File: src/rtl/reg_bank_arbiter.sv
// Two-requester round-robin controller for a small bank of storage registers.
// Each access runs IDLE -> XFER -> DONE; the whole bank is exported flat.
module reg_bank_arbiter #(
    parameter int unsigned NREG = 4,
    parameter int unsigned DW   = 8,
    parameter int unsigned AW   = 2
) (
    input  logic                 clk,
    input  logic                 rst,
    input  logic                 clr,
    input  logic                 req0,
    input  logic                 req1,
    input  logic                 we0,
    input  logic                 we1,
    input  logic [AW-1:0]        addr0,
    input  logic [AW-1:0]        addr1,
    input  logic [DW-1:0]        wdata0,
    input  logic [DW-1:0]        wdata1,
    output logic                 ack0,
    output logic                 ack1,
    output logic [1:0]           gnt,
    output logic                 busy,
    output logic [DW-1:0]        rdata,
    output logic [NREG*DW-1:0]   bank
);

    typedef enum logic [1:0] {
        IDLE = 2'd0,
        XFER = 2'd1,
        DONE = 2'd2
    } state_t;

    typedef struct packed {
        logic          id;
        logic          we;
        logic [AW-1:0] addr;
        logic [DW-1:0] wdata;
    } cmd_t;

    state_t                     state, state_n;
    cmd_t                       cmd, cmd_n;
    logic                       last, last_n;
    logic                       win;
    logic [1:0]                 gnt_n;
    logic                       ack0_n, ack1_n, busy_n;
    logic [DW-1:0]              rdata_n;
    logic [NREG-1:0][DW-1:0]    regs, regs_n;

    assign bank = regs;

    // Next-state, command latch and bank access
    always_comb begin
        state_n = state;
        cmd_n   = cmd;
        last_n  = last;
        gnt_n   = gnt;
        ack0_n  = 1'b0;
        ack1_n  = 1'b0;
        rdata_n = rdata;
        regs_n  = regs;
        win     = 1'b0;

        case (state)
            IDLE: begin
                if (req0 || req1) begin
                    // On a tie, the requester that was not served last wins
                    win         = (req0 && req1) ? ~last : req1;
                    cmd_n.id    = win;
                    cmd_n.we    = win ? we1 : we0;
                    cmd_n.addr  = win ? addr1 : addr0;
                    cmd_n.wdata = win ? wdata1 : wdata0;
                    gnt_n       = win ? 2'b10 : 2'b01;
                    state_n     = XFER;
                end
            end
            XFER: begin
                if (cmd.we) begin
                    regs_n[cmd.addr] = cmd.wdata;
                end else begin
                    rdata_n = regs[cmd.addr];
                end
                ack0_n  = ~cmd.id;
                ack1_n  = cmd.id;
                last_n  = cmd.id;
                state_n = DONE;
            end
            DONE: begin
                gnt_n   = 2'b00;
                state_n = IDLE;
            end
            default: begin
                gnt_n   = 2'b00;
                state_n = IDLE;
            end
        endcase

        // Clear overrides any write landing on the same edge
        if (clr) begin
            regs_n = '0;
        end

        busy_n = (state_n != IDLE);
    end

    // State and registered outputs
    always_ff @(posedge clk or negedge rst) begin
        if (!rst) begin
            state <= IDLE;
            cmd   <= '0;
            last  <= 1'b1;
            gnt   <= 2'b00;
            ack0  <= 1'b0;
            ack1  <= 1'b0;
            busy  <= 1'b0;
            rdata <= '0;
            regs  <= '0;
        end else begin
            state <= state_n;
            cmd   <= cmd_n;
            last  <= last_n;
            gnt   <= gnt_n;
            ack0  <= ack0_n;
            ack1  <= ack1_n;
            busy  <= busy_n;
            rdata <= rdata_n;
            regs  <= regs_n;
        end
    end

endmodule

File: config.mk
export PLATFORM = sky130hd
export DESIGN_NAME = reg_bank_arbiter
export DESIGN_NICKNAME = d
export VERILOG_FILES = /design/src/rtl/reg_bank_arbiter.sv
export SDC_FILE = /design/constraint.sdc
export NUM_CORES = 1
export LEC_CHECK = 0
export CORE_MARGIN = 2
export CORE_UTILIZATION = 44
export DETAILED_ROUTE_END_ITERATION = 7
export PLACE_DENSITY = 0.76
export SYNTH_ARGS = -nofsm -noshare
export SYNTH_HDL_FRONTEND = slang
export SYNTH_SLANG_ARGS = --single-unit
File: constraint.sdc
create_clock -name clk -period 1.4 [get_ports clk]
set_input_delay 0.35 -clock clk [delete_from_list [all_inputs] [get_ports clk]]
set_output_delay 0.35 -clock clk [all_outputs]
set_load 0.005 [all_outputs]
==> flow_summary_export.csv, run 1 <==
group,metric,value,unit
outcome,status,"complete, but fails checks",
outcome,violations,"hold timing, setup timing",
grt,grt_pass1_vias,2233,
route,routed_wl,6.65,mm
die,start_util,44.7,%
timing,setup_viol,16,
critical_path,cpPeakStageDelay,640,ps
clock_network,cts_hold_buf,0,
grt,grt_util_all_layers,20.2,%
die,io_pins,72,
critical_path,critPathRequiredTime,1650,ps
critical_path,crit_path_end_kind,"flop",
die,core,6240,sq um
place,dpl.cell_count,374,
yosys,syn_inst,222,
finish,syn_to_final_growth,48.2,%
grt,grt_max_degree,61,
timing,fmax,657,MHz
yosys,synth-async-reset-ratio,100,%
timing,worstMarginPinSlew,320,ps
timing,slew_headroom,78.6,%
place,hpwl,4.36,mm
yosys,ys_ff_latch,60,
clock_network,clock_path_buffers,2,
clock_network,cts_tree,"yes",
critical_path,critPathBufInv,1,
route,viasPerCell,5.15,
critical_path,cpMaxStageDelayCell,"or4_4",
clock_network,clock-sinks,60,
clock_network,clockRootBuffer,"clkbuf_8",
yosys,synth_area_leaders,"dfrtp_1 53%, mux2i_1 11%, nand2b_1 9.4%, mux4_2 6.5%, a221o_1 3.9%",
yosys,synth_top_cell_by_area,"dfrtp_1",
route,initialDrtViolationCount,125,
timing,fin_crit_sh,109,%
yosys,synth-edff-count,0,
critical_path,worstPathArrival,1770,ps
route,avgRoutedWirePerCell,15.6,um
grt,grt.overflow.total,0,
place,gp_congestion,0.816,
finish,postLayoutCoreUtil,66.2,%
finish,fin_nets,371,
timing,slew_violations,0,
critical_path,worstSetupStartpointType,"flop",
power_and_ir_drop,peakVddDrop,0.00114,V
place,post_dp_cell_area,3690,sq um
place,numPortBuffers,71,
clock_network,cts_buffers,9,
timing,hold_viol,5,
timing,fin_hold_ws,-7.27,ps
route,num_vias,2196,
yosys,ys_seq_area_share,53.9,%
clock_network,htree_levels,3,
critical_path,cp_cell_sequence,"buf_12 > or4_4 > mux2i_1",
route,dr.pass1.iters,4,
grt,antenna_found_initial,0,
timing,skew,7.44,ps
power_and_ir_drop,leakage,2.25,nW
yosys,syn_nets,249,
yosys,synthTopCellsByCount,"59 x dfrtp_1, 42 x nand2b_1, 32 x mux2i_1",
timing,rsz0062_at_grt,"yes",
yosys,synth_area_per_cell,12.6,sq um
yosys,synth_area,2790,sq um
hold_path,hold_path.class,"primary input to async pin",
grt,grt_pass1_wl,11.0,mm
finish,layout-drive-gt1-share,27.8,%
yosys,synth_cell_types,31,
timing,worst_slack,-122,ps
run,maxCapViolCount,0,
yosys,yosysWarnings,0,
finish,layout.cells.non_filler,426,
route,drcViolationCount,0,
timing,finalCriticalPeriod,1520,ps
die,floorplan.rows,29,
finish,n_antenna_cell,0,
yosys,synth_top_area_share,52.9,%
yosys,synth.most_common_cell,"dfrtp_1",
critical_path,crit_type,"flop to flop",
die,die_h,83.6,um
clock_network,clk_latency,340,ps
timing,setup_tns,-1140,ps
yosys,synth_ff_type,"dfrtp_1",
route,final_antenna_net_count,0,
finish,fill_cells,487,
die,die_area,6990,sq um
power_and_ir_drop,power_density,1440,nW/um^2
clock_network,clkTransAtPathRegs,70,ps
critical_path,path_max_fanout,12,
critical_path,critPathTopFamily,"simple AND/OR/NAND/NOR gates",
finish,design_area,4130,sq um
die,die_w,83.6,um
where the power goes:
part           switching, W  leakage (nW)  internal [W]
combinational       0.00100          1.35       0.00119
sequential         0.000225         0.805       0.00210
clock              0.000662        0.0982      0.000777
cell usage in the layout (no fill, tap or decap), types with 2 or more instances in the layout:
cell	synthesis	layout
mux2_4	0	2
buf_6	1	2
nand4b_1	2	2
clkinv_2	0	3
mux2_2	8	6
dlygate4sd2_1	0	43
nor2b_1	2	2
inv_1	14	13
nand2b_1	42	42
clkdlybuf4s50_1	0	25
clkbuf_8	0	12
mux2i_1	32	32
a221o_1	11	11
dfrtp_1	59	59
inv_2	1	2
clkdlybuf4s15_1	0	2
nor3_1	11	10
mux4_2	8	8
buf_12	0	3
buf_4	2	49
nand2_1	2	2
routing by layer:
layer,vias up,track usage [%],routed length [um]
met5,-,0,0
met4,0,8.94,182
met3,17,4.35,379
met2,85,32.8,3230
met1,1071,26.1,2860
li1,1023,-,-
path summary, 6_finish.rpt:
path                                startpoint              endpoint  slack, ps  depth (start not counted)
max                         cmd[8]$_DFFE_PN0P_   bank[4]$_DFFE_PN0P_       -120                          3
min                                        rst  rdata[3]$_DFFE_PN0P_         -7                          2
max reg2reg                 cmd[8]$_DFFE_PN0P_   bank[4]$_DFFE_PN0P_       -120                          3
min reg2reg                cmd[11]$_DFFE_PN0P_        ack0$_DFF_PN0_        470                          1
max in group asynchronous                  rst      last$_DFFE_PN1P_       1090                          2
min in group clk           cmd[11]$_DFFE_PN0P_        ack0$_DFF_PN0_        470                          1
flip-flops by register name, summed over array words and instances (netlist names):
register / count
ack0: 1
ack1: 1
bank: 32
busy: 1
cmd: 12
gnt: 2
last: 1
rdata: 8
state: 2
cells by family (layout without fill, tap and decap cells):
kind of cell | after synthesis | in the layout | synth area share, %
flops | 60 | 60 | 53.9
mux | 48 | 48 | 21.2
compound gates | 19 | 19 | 6.01
buf+inv | 29 | 156 | 4.53
simple gates | 66 | 66 | 14.4
final cells by class:
cell class | count | area, sq um | share of cell area (%)
timing repair buffer | 125 | 1100 | 26.7
clock buffer | 12 | 165 | 4.00
tap | 77 | 96.3 | 2.33
inverter | 15 | 56.3 | 1.36
sequential | 60 | 1500 | 36.4
multi-input combinational | 133 | 1190 | 28.7
clock inverter | 4 | 22.5 | 0.545
through the flow:
| stage | setup WS [ps] | hold WS [ps] | power (W) |
|---|---|---|---|
| 6_report | -122 | -7.27 | 0.00596 |
| 5_1_grt | -160 | 18.2 | 0.00629 |
| 4_1_cts | -127 | 9.99 | 0.00587 |
| 3_5_place_dp | -282 | 380 | 0.00441 |
| 3_3_place_gp | -245 | 378 | 0.00435 |
| 2_1_floorplan | -45.2 | 54.4 | 0.00347 |
repair_timing:
item,4_1_cts,5_1_grt
endpoints found under the hold margin,0,0
gates cloned,0,1
buffers inserted,33,2
setup endpoints to repair,61,39
gates resized for setup,45,17
(Power assumes the default switching activity.)
==> inputs of run 2 (changes only) <==
--- a/config.mk
+++ b/config.mk
@@ -5,10 +5,12 @@
 export SDC_FILE = /design/constraint.sdc
 export NUM_CORES = 1
 export LEC_CHECK = 0
+export CELL_PAD_IN_SITES_DETAIL_PLACEMENT = 2
+export CELL_PAD_IN_SITES_GLOBAL_PLACEMENT = 2
 export CORE_MARGIN = 2
-export CORE_UTILIZATION = 44
+export CORE_UTILIZATION = 29
 export DETAILED_ROUTE_END_ITERATION = 7
-export PLACE_DENSITY = 0.76
+export PLACE_DENSITY_LB_ADDON = 0.1
 export SYNTH_ARGS = -nofsm -noshare
 export SYNTH_HDL_FRONTEND = slang
 export SYNTH_SLANG_ARGS = --single-unit
==> constraint.sdc (replaced) <==
create_clock -name clk -period 1.4 [get_ports clk]
set_input_delay 0.35 -clock clk [delete_from_list [all_inputs] [get_ports clk]]
set_output_delay 0.35 -clock clk [all_outputs]
set_load 0.01 [all_outputs]
==> flow_summary_export.csv, run 2 (same netlist as run 1, synthesis figures left out) <==
group,metric,value,unit
finish,n_antenna_cell,0,
outcome,status,"complete, but fails checks",
die,die_w,102,um
die,die_h,102,um
finish,final_common_cell,"dfrtp_1",
die,io_pins,72,
timing,skew,9.97,ps
route,routed_wl,8.53,mm
clock_network,cts_buffers,9,
finish,fin_nets,364,
critical_path,cp_cell_sequence,"buf_12 > or4_4 > mux2i_1",
clock_network,cts_tree,"yes",
power_and_ir_drop,power_density,1560,nW/um^2
grt,grt_util_all_layers,17.7,%
die,floorplan.rows,35,
finish,syn_to_final_growth,53.7,%
grt,antenna_found_initial,0,
timing,slew_headroom,68.7,%
die,die_area,10400,sq um
run,maxCapViolCount,0,
clock_network,clk_latency,340,ps
place,post_dp_cell_area,3810,sq um
die,core,9280,sq um
timing,finalCriticalPeriod,1530,ps
place,dpl.cell_count,428,
critical_path,cpPeakStageDelay,640,ps
clock_network,clockRootBuffer,"clkbuf_8",
timing,hold_viol,0,
route,dr.pass1.iters,4,
grt,grt.overflow.total,0,
grt,grt_pass1_wl,13.6,mm
clock_network,clock-sinks,60,
timing,slew_violations,0,
power_and_ir_drop,leakage,2.16,nW
critical_path,path_max_fanout,12,
timing,fin_crit_sh,109,%
clock_network,clkTransAtPathRegs,70,ps
finish,design_area,4290,sq um
critical_path,crit_path_end_kind,"flop",
place,gp_congestion,0.736,
critical_path,cpMaxStageDelayCell,"or4_4",
route,initialDrtViolationCount,52,
critical_path,worstPathArrival,1780,ps
route,viasPerCell,4.65,
finish,largest_reg_flops,32,
clock_network,clock_path_buffers,2,
place,post-place-ws,-314,ps
power_and_ir_drop,peakVddDrop,0.000626,V
place,numPortBuffers,71,
grt,grt_max_degree,41,
die,start_util,30.0,%
critical_path,critPathRequiredTime,1650,ps
finish,postLayoutCoreUtil,46.2,%
finish,layout.cells.non_filler,471,
outcome,violations,"setup timing",
critical_path,worstSetupStartpointType,"flop",
timing,worst_slack,-126,ps
route,avgRoutedWirePerCell,18.1,um
clock_network,htree_levels,3,
finish,layout-drive-gt1-share,26.6,%
hold_path,hold_path.class,"primary input to flop",
route,num_vias,2191,
finish,final_cell_mix,"59 x dfrtp_1, 42 x nand2b_1, 35 x buf_4",
route,final_antenna_net_count,0,
timing,rsz0062_at_grt,"yes",
timing,setup_viol,19,
place,hpwl,5.77,mm
critical_path,crit_type,"flop to flop",
grt,grt_pass1_vias,2466,
timing,fmax,655,MHz
route,drcViolationCount,0,
timing,worstMarginPinSlew,470,ps
-- run 2: cell count changes in the layout (fill, tap and decap cells not counted), sizes merged --
cell,change
bufinv,+3
clkdlybuf4s15,+27
clkinv,-1
dlymetal6s2s,+1
clkdlybuf4s50,-1
buf,-8
dlygate4sd2,-30
clkbuf,+2
clkinvlp,-1
dlygate4sd3,+1
-- run 2: worst max-delay path: cells and delay by family, from the launching register on --
family        cells  cell delay [ps]
flops             1              410
mux               1              220
simple gates      1              640
buf+inv           1              170
-- run 2: layout make-up --
cell class	count	area (sq um)
fill	971	5000
sequential	60	1500
multi-input combinational	133	1210
timing repair buffer	118	1130
tap	129	161
clock buffer	11	131
clock inverter	5	100
inverter	15	56.3
-- run 2: final timing paths --
check	slack [ps]	end	start	cells past startpoint
max	-130	bank[6]$_DFFE_PN0P_	cmd[8]$_DFFE_PN0P_	3
min	440	gnt[0]$_DFFE_PN0P_	req1	3
max reg2reg	-130	bank[6]$_DFFE_PN0P_	cmd[8]$_DFFE_PN0P_	3
min reg2reg	470	ack0$_DFF_PN0_	cmd[11]$_DFFE_PN0P_	1
max in group asynchronous	360	last$_DFFE_PN1P_	rst	3
min in group asynchronous	500	cmd[3]$_DFFE_PN0P_	rst	2
-- run 2: what timing repair did --
action | 4_1_cts | 5_1_grt
resized for setup | 65 | 38
pin swaps | 0 | 2
cloned | 1 | 0
hold buffers | 1 | 0
setup buffers | 17 | 8
setup endpoints to repair | 80 | 70
hold endpoints to repair | 14 | 0
-- run 2: layer usage --
layer | track usage, % | share of wire, %
met2 | 28.7 | 50
met3 | 4.24 | 4.5
met5 | 0 | 0
met4 | 6.56 | 0.94
met1 | 23.0 | 45
-- run 2: report_power, final --
part | internal, W | total [W] | switching (W) | leakage (nW)
clock | 0.00118 | 0.00187 | 0.000692 | 0.117
combinational | 0.00128 | 0.00244 | 0.00116 | 1.24
sequential | 0.00210 | 0.00238 | 0.000279 | 0.805
-- run 2: stage by stage --
stage	hold slack (ps)	TNS (ps)	power (W)
after floorplan	54.4	-271	0.00352
after global placement	330	-7000	0.00462
after detailed placement	332	-8270	0.00471
after CTS	476	-1490	0.00665
after global routing	458	-2810	0.00708
final	435	-1330	0.00670
==> inputs of run 3 (changes only) <==
--- a/config.mk
+++ b/config.mk
@@ -11,6 +11,8 @@
 export CORE_UTILIZATION = 29
 export DETAILED_ROUTE_END_ITERATION = 7
 export PLACE_DENSITY_LB_ADDON = 0.1
+export SKIP_CTS_REPAIR_TIMING = 1
+export SLEW_MARGIN = 10
 export SYNTH_ARGS = -nofsm -noshare
 export SYNTH_HDL_FRONTEND = slang
 export SYNTH_SLANG_ARGS = --single-unit
==> flow_summary_export.csv, run 3 (same netlist as run 1, synthesis figures left out) <==
group,metric,value,unit
finish,final_cell_mix,"59 x dfrtp_1, 46 x dlymetal6s2s_1, 42 x nand2b_1",
critical_path,r2r_cells,3,
die,floorplan.rows,35,
timing,fin_crit_sh,108,%
finish,n_antenna_cell,0,
grt,grt_util_all_layers,16.7,%
run,maxCapViolCount,0,
timing,worst_slack,-116,ps
clock_network,clk_latency,340,ps
timing,fmax,660,MHz
outcome,status,"complete, but fails checks",
grt,antenna_found_initial,0,
route,final_antenna_net_count,0,
timing,slew_headroom,68.5,%
clock_network,htree_levels,3,
critical_path,crit_type,"flop to flop",
grt,grt_pass1_wl,12.8,mm
hold_path,hp-start,"req1",
timing,slew_violations,0,
hold_path,min_to,"gnt[0]$_DFFE_PN0P_",
critical_path,worstSetupStartpointType,"flop",
die,die_area,10400,sq um
route,dr.pass1.iters,4,
route,num_vias,2099,
finish,fin_nets,342,
die,core,9280,sq um
critical_path,rrSetupSlack,-120,ps
die,start_util,30.0,%
finish,largest_reg_flops,32,
timing,skew,8.74,ps
place,gp_congestion,0.736,
outcome,violations,"setup timing",
clock_network,clock-sinks,60,
route,routed_wl,8.33,mm
critical_path,r2r-end,"bank[2]$_DFFE_PN0P_",
place,hpwl,5.77,mm
critical_path,cp_cell_sequence,"buf_12 > or4_4 > mux2i_1",
clock_network,cts_buffers,9,
finish,syn_to_final_growth,53.0,%
critical_path,critPathRequiredTime,1610,ps
power_and_ir_drop,power_density,1570,nW/um^2
critical_path,path_max_fanout,12,
timing,hold_viol,0,
grt,grt_pass1_vias,2325,
clock_network,clockRootBuffer,"clkbuf_8",
route,viasPerCell,4.67,
finish,final_common_cell,"dfrtp_1",
critical_path,worstPathArrival,1720,ps
place,numPortBuffers,71,
grt,grt.overflow.total,0,
power_and_ir_drop,peakVddDrop,0.000811,V
timing,setup_tns,-1270,ps
hold_path,whs_path_depth,3,
timing,worstMarginPinSlew,472,ps
die,die_h,102,um
grt,grt_max_degree,41,
die,die_w,102,um
finish,postLayoutCoreUtil,46.0,%
clock_network,clkTransAtPathRegs,70,ps
critical_path,crit_path_end_kind,"flop",
route,initialDrtViolationCount,40,
timing,rsz0062_at_grt,"yes",
route,drcViolationCount,0,
critical_path,r2r_start,"cmd[8]$_DFFE_PN0P_",
route,avgRoutedWirePerCell,18.5,um
power_and_ir_drop,total_power,0.00671,W
power_and_ir_drop,leakage,2.75,nW
die,io_pins,72,
timing,setup_viol,18,
timing,finalCriticalPeriod,1520,ps
critical_path,cpPeakStageDelay,640,ps
finish,layout-drive-gt1-share,20.9,%
clock_network,cts_tree,"yes",
hold_path,hold_path.class,"primary input to flop",
clock_network,clock_path_buffers,2,
critical_path,cpMaxStageDelayCell,"or4_4",
[run 3: cell count changes in the layout (fill, tap and decap cells not counted), sizes merged]
cell and change:
clkdlybuf4s15 -29, dlymetal6s2s +45, dlygate4sd2 -13, clkbuf -3, buf -22
[run 3: cell type report]
class / instances / area (sq um)
clock buffers: 11 / 131
clock inverters: 5 / 100
multi-input cells: 133 / 1220
fillers: 944 / 5020
flip-flops and latches: 60 / 1500
well taps: 129 / 161
inverters: 15 / 56.3
repair buffers: 96 / 1100
[run 3: metal layers]
| metal | share of wire (%) | global-route usage (%) |
|---|---|---|
| met2 | 49 | 26.5 |
| met5 | 0 | 0 |
| met3 | 4.2 | 4.24 |
| met4 | 1.0 | 6.56 |
| met1 | 46 | 21.9 |
[run 3: worst max-delay path by stage]
stage / slack, ps / depth (start not counted) / endpoint / start
after floorplan: -50 / 3 / rdata[1]$_DFFE_PN0P_ / cmd[8]$_DFFE_PN0P_
after global placement: -260 / 4 / cmd[4]$_DFFE_PN0P_ / req1
after detailed placement: -310 / 4 / cmd[7]$_DFFE_PN0P_ / req1
after CTS: -280 / 1 / bank[17] / bank[17]$_DFFE_PN0P_
after global routing: -160 / 3 / bank[0]$_DFFE_PN0P_ / cmd[8]$_DFFE_PN0P_
final: -120 / 3 / bank[2]$_DFFE_PN0P_ / cmd[8]$_DFFE_PN0P_
[run 3: critical path, delay by kind of cell, from the launching register on]
family | cells | cell delay [ps]
buffers and inverters | 1 | 170
DFF | 1 | 410
muxes | 1 | 170
and+or+nand+nor | 1 | 640
[run 3: power by group]
part / total, W / switching (W) / internal [W]
Clock: 0.00185 / 0.000675 / 0.00118
Combinational: 0.00247 / 0.00116 / 0.00131
Sequential: 0.00239 / 0.000283 / 0.00210
Total: 0.00671 / 0.00212 / 0.00459
[run 3: through the flow]
step	cell area (sq um)	cells	hold WS (ps)	setup slack, ps
after detailed placement	3810	428	332	-314
after global routing	4270	449	459	-159
after floorplan	2790	222	54.4	-45.2
final	4270	449	435	-116
after CTS	4040	444	-43.0	-282
after global placement	3810	428	330	-263
